## src/rtl/uart_tx_feeder_pkg.sv

```systemverilog
// Shared definitions for the UART transmit feeder.
// Contents:
//   DbitDefault  - default data word width (must match the transmitter's din width)
//   AddrWDefault - default FIFO address width (depth = 2**AddrWDefault)
//   state_e      - one-hot sequencer states
package uart_tx_feeder_pkg;

    localparam int unsigned DbitDefault  = 8;
    localparam int unsigned AddrWDefault = 4;

    typedef enum logic [2:0] {
        StIdle  = 3'b001,
        StStart = 3'b010,
        StWait  = 3'b100
    } state_e;

endpackage

```

## src/rtl/uart_tx_feeder_fifo_sync.sv

```systemverilog
// Synchronous FIFO with occupancy count and a sticky overflow flag.
// Ports:
//   clk, reset        - clock and asynchronous active-high reset
//   wr_en, wr_data    - write strobe and data; writes while full are dropped
//   ovf_clr           - clears overflow unless a write is dropped in the same cycle
//   pop               - read strobe; rd_data is the head entry (combinational)
//   full, empty       - decoded from the registered count
//   count             - number of stored entries (0 .. 2**ADDR_W)
//   overflow          - sticky: at least one write was dropped
module uart_tx_feeder_fifo_sync
    import uart_tx_feeder_pkg::*;
#(
    parameter int unsigned DBIT   = DbitDefault,
    parameter int unsigned ADDR_W = AddrWDefault
) (
    input  logic              clk,
    input  logic              reset,
    input  logic              wr_en,
    input  logic [DBIT-1:0]   wr_data,
    input  logic              ovf_clr,
    input  logic              pop,
    output logic [DBIT-1:0]   rd_data,
    output logic              full,
    output logic              empty,
    output logic [ADDR_W:0]   count,
    output logic              overflow
);

    localparam int unsigned Depth = 1 << ADDR_W;
    localparam logic [ADDR_W:0]   CountFull = (ADDR_W + 1)'(Depth);
    localparam logic [ADDR_W:0]   CountOne  = (ADDR_W + 1)'(1);
    localparam logic [ADDR_W-1:0] PtrOne    = ADDR_W'(1);

    logic [DBIT-1:0]   mem_q [Depth];
    logic [ADDR_W-1:0] wr_ptr_q, wr_ptr_d;
    logic [ADDR_W-1:0] rd_ptr_q, rd_ptr_d;
    logic [ADDR_W:0]   count_q, count_d;
    logic              overflow_q, overflow_d;

    logic wr_ok;
    logic pop_ok;
    logic wr_drop;

    assign full  = (count_q == CountFull);
    assign empty = (count_q == '0);

    assign wr_ok   = wr_en && !full;
    // A pop does not make room for a write in the same cycle: full is registered.
    assign wr_drop = wr_en && full;
    assign pop_ok  = pop && !empty;

    always_comb begin
        wr_ptr_d   = wr_ptr_q;
        rd_ptr_d   = rd_ptr_q;
        count_d    = count_q;
        overflow_d = overflow_q;

        if (wr_ok) begin
            wr_ptr_d = wr_ptr_q + PtrOne;
        end
        if (pop_ok) begin
            rd_ptr_d = rd_ptr_q + PtrOne;
        end

        case ({wr_ok, pop_ok})
            2'b10:   count_d = count_q + CountOne;
            2'b01:   count_d = count_q - CountOne;
            default: count_d = count_q;
        endcase

        // Set wins over clear.
        if (wr_drop) begin
            overflow_d = 1'b1;
        end else if (ovf_clr) begin
            overflow_d = 1'b0;
        end
    end

    always_ff @(posedge clk or posedge reset) begin
        if (reset) begin
            wr_ptr_q   <= '0;
            rd_ptr_q   <= '0;
            count_q    <= '0;
            overflow_q <= 1'b0;
        end else begin
            wr_ptr_q   <= wr_ptr_d;
            rd_ptr_q   <= rd_ptr_d;
            count_q    <= count_d;
            overflow_q <= overflow_d;
        end
    end

    // Storage is deliberately not reset.
    always_ff @(posedge clk) begin
        if (wr_ok) begin
            mem_q[wr_ptr_q] <= wr_data;
        end
    end

    assign rd_data  = mem_q[rd_ptr_q];
    assign count    = count_q;
    assign overflow = overflow_q;

endmodule

```

## src/rtl/uart_tx_feeder.sv

```systemverilog
// Transmit-side buffer and sequencer feeding a UART transmitter.
// Bytes are queued in a FIFO; each byte is loaded into tx_din and announced with a
// single-cycle tx_start, and the next byte waits for the transmitter's tx_done_tick.
// Ports:
//   clk, reset     - clock and asynchronous active-high reset
//   wr_en, wr_data - host write strobe and byte
//   ovf_clr        - clear the sticky overflow flag
//   tx_done_tick   - end-of-stop-bit pulse from the transmitter
//   tx_start       - one-cycle start pulse to the transmitter
//   tx_din         - registered byte, stable for the whole transmission
//   full, empty    - FIFO status
//   count          - FIFO occupancy
//   overflow       - sticky dropped-write flag
//   busy           - sequencer is not idle
module uart_tx_feeder
    import uart_tx_feeder_pkg::*;
#(
    parameter int unsigned DBIT   = DbitDefault,
    parameter int unsigned ADDR_W = AddrWDefault
) (
    input  logic              clk,
    input  logic              reset,
    input  logic              wr_en,
    input  logic [DBIT-1:0]   wr_data,
    input  logic              ovf_clr,
    input  logic              tx_done_tick,
    output logic              tx_start,
    output logic [DBIT-1:0]   tx_din,
    output logic              full,
    output logic              empty,
    output logic [ADDR_W:0]   count,
    output logic              overflow,
    output logic              busy
);

    state_e          state_q, state_d;
    logic [DBIT-1:0] tx_din_q, tx_din_d;
    logic            pop;
    logic [DBIT-1:0] fifo_rd_data;

    uart_tx_feeder_fifo_sync #(
        .DBIT   (DBIT),
        .ADDR_W (ADDR_W)
    ) u_fifo (
        .clk      (clk),
        .reset    (reset),
        .wr_en    (wr_en),
        .wr_data  (wr_data),
        .ovf_clr  (ovf_clr),
        .pop      (pop),
        .rd_data  (fifo_rd_data),
        .full     (full),
        .empty    (empty),
        .count    (count),
        .overflow (overflow)
    );

    always_comb begin
        state_d  = state_q;
        tx_din_d = tx_din_q;
        pop      = 1'b0;

        unique case (state_q)
            StIdle: begin
                if (!empty) begin
                    pop      = 1'b1;
                    tx_din_d = fifo_rd_data;
                    state_d  = StStart;
                end
            end
            StStart: begin
                state_d = StWait;
            end
            StWait: begin
                if (tx_done_tick) begin
                    state_d = StIdle;
                end
            end
            default: begin
                state_d = StIdle;
            end
        endcase
    end

    always_ff @(posedge clk or posedge reset) begin
        if (reset) begin
            state_q  <= StIdle;
            tx_din_q <= '0;
        end else begin
            state_q  <= state_d;
            tx_din_q <= tx_din_d;
        end
    end

    // Moore outputs straight from the one-hot state register.
    assign tx_start = (state_q == StStart);
    assign busy     = (state_q != StIdle);
    assign tx_din   = tx_din_q;

endmodule
```

## config.mk

```make
export PLATFORM = sky130hd
export DESIGN_NAME = uart_tx_feeder
export DESIGN_NICKNAME = d
export VERILOG_FILES = /design/src/rtl/uart_tx_feeder_pkg.sv /design/src/rtl/uart_tx_feeder_fifo_sync.sv /design/src/rtl/uart_tx_feeder.sv
export SDC_FILE = /design/constraint.sdc
export NUM_CORES = 1
export LEC_CHECK = 0
export ABC_AREA = 1
export BUFFER_PORTS_ARGS = -buffer_cell sky130_fd_sc_hd__buf_2
export CORE_ASPECT_RATIO = 1.1
export CORE_MARGIN = 1
export CORE_UTILIZATION = 30
export DETAILED_ROUTE_END_ITERATION = 8
export PLACE_DENSITY_LB_ADDON = 0.05
export SETUP_SLACK_MARGIN = 0.15
export SLEW_MARGIN = 20
export SYNTH_ARGS = -nofsm -noshare
export SYNTH_HDL_FRONTEND = slang
export SYNTH_SLANG_ARGS = --single-unit
```

## constraint.sdc

```tcl
create_clock -name clk -period 6.5 [get_ports clk]
set_clock_uncertainty 0.05 [all_clocks]
set_input_delay 0.975 -clock clk [delete_from_list [all_inputs] [get_ports clk]]
set_output_delay 0.975 -clock clk [all_outputs]
set_load 0.02 [all_outputs]
```

Yosys cells after proc, flatten, opt, wreduce, memory -nomap -nowiden
Memory sizes are Yosys's and may differ from the RTL's. A register that Yosys moved wholly into a read port is not among the register bits.
Cells that the tools add are included.
{"block": "totals", "latchBits": 0, "register_bits": 17, "ram_bits": 128, "n_memories": 1, "elab_cells": 40, "rom_bits": 0, "out_inout_bits": 18, "in_bits": 13}
{"name": "u_fifo.mem_q", "depth": 16, "width": 8, "rd": 1, "rd_clocked_by_memory_dff": 1, "write_ports": 1, "line": "uart_tx_feeder_fifo_sync.sv:34", "source": "logic [DBIT-1:0] mem_q [Depth];"}
{"block": "classes", "n_shift": 0, "n_div": 0, "n_reduce_logical": 10, "n_lt_le_gt_ge": 0, "muxes": 10, "bitwise_logic": 1, "eq_ne": 9, "n_addsub": 4, "n_mul": 0}
{"op": "$pmux W5 S2", "count": 1}
{"op": "$pmux W3 S3", "count": 1}
{"op": "$add A4 B1 Y4 const B", "count": 2}
{"op": "$mux W1", "count": 6}
{"op": "$mux W3", "count": 2}
{"op": "$add A5 B1 Y5 const B", "count": 1}
{"op": "$eq A5 B5 Y1 const B", "count": 1}
{"op": "$logic_not A5 Y1", "count": 1}
{"op": "$sub A5 B1 Y5 const B", "count": 1}
{"op": "$ne A2 B2 Y1 const B", "count": 2}
{"op": "$reduce_and A2 Y1", "count": 2}
{"op": "$reduce_bool A2 Y1", "count": 2}
{"op": "$eq A3 B1 Y1 const B", "count": 1}
{"op": "$eq A3 B2 Y1 const B", "count": 1}
{"op": "$eq A3 B3 Y1 const B", "count": 1}
{"op": "$logic_and A1 B1 Y1", "count": 3}
{"op": "$ne A3 B1 Y1 const B", "count": 1}
{"op": "$eq A2 B1 Y1 const B", "count": 1}
{"op": "$eq A2 B2 Y1 const B", "count": 1}
{"op": "$logic_not A1 Y1", "count": 2}
{"op": "$not A1 Y1", "count": 1}

Logic depth before layout (Yosys ltp)
{"block": "depth", "depth_word": 6, "depth_mapped": 17, "mapped_depth_nobuf": 16}

Cells and area by module
Synthesis repeated with hierarchy kept, for this count alone.
{"block": "unflattened", "hier_cells": 678, "area_unflattened_um2": 6755.2}
{"mod": "uart_tx_feeder_fifo_sync", "area_per_inst_um2": 6271.0, "n_inst": 1, "cells_per_inst": 627, "seq_area_each_um2": 4194.0}
{"mod": "uart_tx_feeder", "area_per_inst_um2": 484.2, "n_inst": 1, "cells_per_inst": 51, "seq_area_each_um2": 276.5}

Worst setup path before layout
Ideal clock, no wire load.
{"block": "synth_timing", "path_kind": "reg2reg", "start": "register u_fifo.count_q[0], in the netlist u_fifo.count[0]", "end": "register u_fifo.count_q[4], in the netlist u_fifo.count[4]", "setup_slack_ns": 3.970, "n_path_buf": 1, "path_stages_with_launch": 18, "required_ns": 6.333, "arrival_ns": 2.364, "period_less_slack_ns": 2.530, "setup_ns": 0.117, "cell_sequence": "dfrtp_1 nor2_1 nand2_1 nor2_2 inv_1 nand2_1 inv_2 buf_2 ha_1 xor2_1 ha_1 inv_1 nand2_1 nand3_1 nand2_1 xor2_1 nand2_1 nand2_1"}
{"block": "synth_via", "elab_chain_cells": 6, "word_cells_on_any_way": 14, "cone_classes": "2 x add/sub; 3 x eq/ne; 3 x mux; 6 x reduce/logical"}
{"element": "start, declared", "line": "uart_tx_feeder_fifo_sync.sv:37", "source": "logic [ADDR_W:0] count_q, count_d;"}
{"element": "start signal, assigned", "line": "uart_tx_feeder_fifo_sync.sv:88", "source": "count_q <= count_d;"}
{"element": "$logic_not A5 Y1 *", "line": "uart_tx_feeder_fifo_sync.sv:45", "source": "assign empty = (count_q == '0);"}
{"element": "via empty", "line": "uart_tx_feeder.sv:30", "source": "output logic empty,"}
{"element": "$mux W1 *", "line": "uart_tx_feeder.sv:65", "source": "if (!empty) begin"}
{"element": "$mux W1 *", "line": "uart_tx_feeder.sv:63", "source": "unique case (state_q)"}
{"element": "via pop", "line": "uart_tx_feeder.sv:38", "source": "logic pop;"}
{"element": "$logic_and A1 B1 Y1 *", "line": "uart_tx_feeder_fifo_sync.sv:50", "source": "assign pop_ok = pop && !empty;"}
{"element": "$eq A2 B1 Y1 / $eq A2 B2 Y1 (equally long branches)", "line": "uart_tx_feeder_fifo_sync.sv:65", "source": "case ({wr_ok, pop_ok})"}
{"element": "$pmux W5 S2 / $reduce_bool A2 Y1 (equally long branches)"}
Mark *: on every way through the listed nets, which the timed path passes. The rest lies on a longest branch.
A chain may end at the register's enable or synchronous reset.

Final worst setup path
{"block": "layout_timing", "start": "register u_fifo.count_q[0], in the netlist u_fifo.count[0]", "end": "register u_fifo.count_q[4], in the netlist u_fifo.count[4]"}
{"block": "layout_via", "elab_chain_cells": 6, "word_cells_on_any_way": 14, "cone_classes": "2 x add/sub; 3 x eq/ne; 3 x mux; 6 x reduce/logical"}
{"element": "$logic_not A5 Y1", "line": "uart_tx_feeder_fifo_sync.sv:45"}
{"element": "$mux W1", "line": "uart_tx_feeder.sv:65"}
{"element": "$mux W1", "line": "uart_tx_feeder.sv:63"}
{"element": "$logic_and A1 B1 Y1", "line": "uart_tx_feeder_fifo_sync.sv:50"}
{"element": "$eq A2 B1 Y1 / $eq A2 B2 Y1 (equally long branches)", "line": "uart_tx_feeder_fifo_sync.sv:65"}
{"element": "$pmux W5 S2 / $reduce_bool A2 Y1 (equally long branches)"}
Several ways; a longest one is shown, not always the timed one.

==> run_results.csv <==
group,metric,value,unit
placement,preCtsSetupSlack,3.65,ns
final_layout,fin_nets,733,
setup_path,path_delay_family,"simple AND/OR/NAND/NOR gates",
global_route,first_global_vias,4408,
final_layout,post_route_cells_drive_above_1_share,11.3,%
clock_network,h-tree-depth,4,
routing,number_of_drc_violations_after_detailed_routing_iteration_0,245,
setup_path,timing.setup.critical_path_class,"reg -> reg",
sta,setup_violations,0,
power_and_ir_drop,power_total,3570,uW
sta,aggregate_negative_setup_slack,0,ns
final_layout,layout_common_cells,"nand2_1, edfxtp_1, inv_1",
min_path,hold_path_stages,2,
job,max-cap-violations,0,
routing,post_drt_via_cell_ratio,4.39,
synthesis,synth_largest_area_cell,"edfxtp_1",
synthesis,post_synth.cell_area_avg,10.0,um2
final_layout,storage_cell_area,4470,um2
synthesis,synthDistinctLibCells,24,
outcome,outcome,"finished, final reports clean",
global_route,grt_start_max_net_pins,68,
sta,finalHoldViolCount,0,
floorplanning,floorplan.die.height,160,um
sta,min_period,2.82,ns
synthesis,synthesis.instances,682,
sta,max_slew_violation_count,0,
sta,worst-slew-pin-transition,1.03,ns
power_and_ir_drop,worst_ir_drop_vdd,212,uV
setup_path,critical_path_arrival,3.14,ns
routing,detailed_route_drc_error_count,0,
floorplanning,die-width,146,um
synthesis,synth.ff_latch_count,153,
placement,detailedPlacementHpwl,11000,um
setup_path,crit_path_top_delay_cell,"dfrtp_1",
final_layout,layout.core_utilization,35.4,%
final_layout,final_area,7840,um2
floorplanning,core.rowCount,57,
clock_network,tritoncts,"built",
setup_path,crit_path_max_incr_delay,0.44,ns
clock_network,cts_setup_buffers,0,
global_route,globalRouteOverflowTotal,0,
final_layout,multiInputGateArea,1760,um2
setup_path,timing.critical_path.fanout_max,16,
final_layout,layout_commonest_cell,"nand2_1",
routing,drt_pre_antenna_iters,4,
synthesis,netlist.area_leader.share,56.3,%
clock_network,cts_root_buf,"clkbuf_16",
setup_path,r2r.worst_path.cells,15,
floorplanning,floorplan.die_area,23300,um2
placement,routabilityCongestion,0.844,
clock_network,clk_latency,0.42,ns
clock_network,clk_pin_slew_worst_paths,0.06,ns
clock_network,clockBufferDepth,2,
global_route,antenna_found_initial,0,
setup_path,crit_top_cell,"nand2_1",
min_path,worst_hold_path_type,"reg -> reg",
sta,timing.max_slew.rel_slack,30.5,%
final_layout,areaGrowthSynthToFinish,15.0,%
floorplanning,initial_core_util,30.8,%
floorplanning,floorplan.core_area,22200,um2
sta,fmaxAchievable,354,MHz
placement,placed_area,7250,um2
sta,finalWorstSetupSlack,3.68,ns
floorplanning,io_pins,31,
sta,grt_setup_unrepaired,"false",
sta,fin_crit_sh,43.4,%
power_and_ir_drop,power-per-cell-area,455,nW/um2
setup_path,worst-endpoint-required,6.81,ns
power_and_ir_drop,power.leakage,0.00346,uW
synthesis,synth_sequential_area_ratio,65.5,%
synthesis,synth.net_count,704,
setup_path,worst_setup_path_end_kind,"flop",
synthesis,netlist_area,6820,um2
clock_network,post_cts_resized,0,
setup_path,worstSetupStartpointType,"flop",
routing,detail_route.wl_per_cell,16.8,um
synthesis,ys_top_cells_by_area,"edfxtp_1, nand2_1, dfrtp_1",
global_route,globalRouteTotalUtil,15.5,%
global_route,grt_first_pass_wirelength,26500,um
final_layout,layout.filler_cells,2267,
routing,drt.antenna.violating_nets,0,
placement,number_of_port_buffers,30,
setup_path,cp.buffers_inverters,4,
setup_path,worstSetupPathDepth,15,
routing,routed_wl,17200,um
routing,num_vias,4478,
clock_network,total_number_of_clock_tree_sinks,153,
synthesis,yosys_warnings,0,
clock_network,post_cts_hold_buffer_count,0,
clock_network,cts_buffers,17,
final_layout,n_antenna_cell,0,
setup_path,crit_path_cell_trace,"nor2_1 -> nand2_1 -> nor2_2 -> inv_1 -> nand2_1 -> inv_2 -> ha_1 -> ha_1 -> inv_1 -> o21bai_1 -> inv_1 -> nand2_1 -> xor2_1 -> nand2_1 -> nand2_1",
==> layout make-up <==
type | instances | share of cell area, %
tap | 295 | 4.71
inverter | 124 | 5.93
timing repair buffer | 38 | 2.68
multi-input combinational | 377 | 22.4
clock inverter | 8 | 0.877
sequential | 153 | 57.0
clock buffer | 24 | 6.41
==> worst min-delay path, cell delays in order (launching register included) <==
cell and delay (ns):
dfrtp_1 0.34, nand2_1 0.05, nand2_1 0.05
==> path summary, 6_finish.rpt <==
check	slack [ns]	start	endpoint
hold / removal	0.43	tx_din[7]	tx_din[7]
setup reg to reg	3.68	u_fifo.count[0]	u_fifo.count[4]
setup / recovery	3.68	u_fifo.count[0]	u_fifo.count[4]
max in group asynchronous	5.43	reset	u_fifo.rd_ptr_q[0]
hold reg to reg	0.43	tx_din[7]	tx_din[7]
min in group asynchronous	0.55	reset	u_fifo.count[3]
==> power by group <==
| group | switching [uW] | total (uW) | leakage (uW) | internal [uW] |
|---|---|---|---|---|
| Clock | 382 | 959 | 0.000279 | 576 |
| Sequential | 96.8 | 1330 | 0.00146 | 1230 |
| Combinational | 917 | 1280 | 0.00172 | 363 |
| Total | 1400 | 3570 | 0.00346 | 2170 |
==> cell families after synthesis <==
kind of cell / synth area share [%]
and+or+nand+nor: 21.4
DFF: 65.5
buffers and inverters: 9.24
AOI/OAI and AO/OA: 0.844
xor gates and xnor gates: 1.28
adders and majority gates: 1.65
==> sequential cells by signal (all words and copies together) (netlist names) <==
signal,cells
state_q,3
tx_din,8
u_fifo.count,5
u_fifo.mem_q,128
u_fifo.overflow,1
u_fifo.rd_ptr_q,4
u_fifo.wr_ptr_q,4
==> through the flow <==
step	instances	hold slack [ns]
after detailed placement	987	0.411
after CTS	1019	0.427
final	1019	0.428
after global placement	986	0.414
after global routing	1019	0.441
after floorplan	682	0.497
==> synthesized netlist by cell type <==
cell type and n:
nand2_1 220, edfxtp_1 128, inv_1 119, nand3_1 103
dfrtp_1 24, buf_2 18, nor3_1 14, ha_1 9
xor2_1 9, buf_4 8, nor2_1 7, o21ai_0 6
inv_2 3, clkinv_1 2, nand2_2 2, o21bai_1 2
a21boi_0 1, a21oi_1 1, buf_6 1, clkbuf_1 1
dfstp_2 1, nand4_1 1, nor2_2 1, xnor2_1 1
==> metal layers <==
metal  global-route usage, %  vias up  part of all wire (%)
met3                    2.69       16                   2.2
met5                       0        -                     0
met2                    26.6       61                    49
li1                        -     2239                     -
met1                    19.7     2162                    47
met4                    5.45        0                   1.7
No activity file was read; power rests on OpenSTA's default activity.
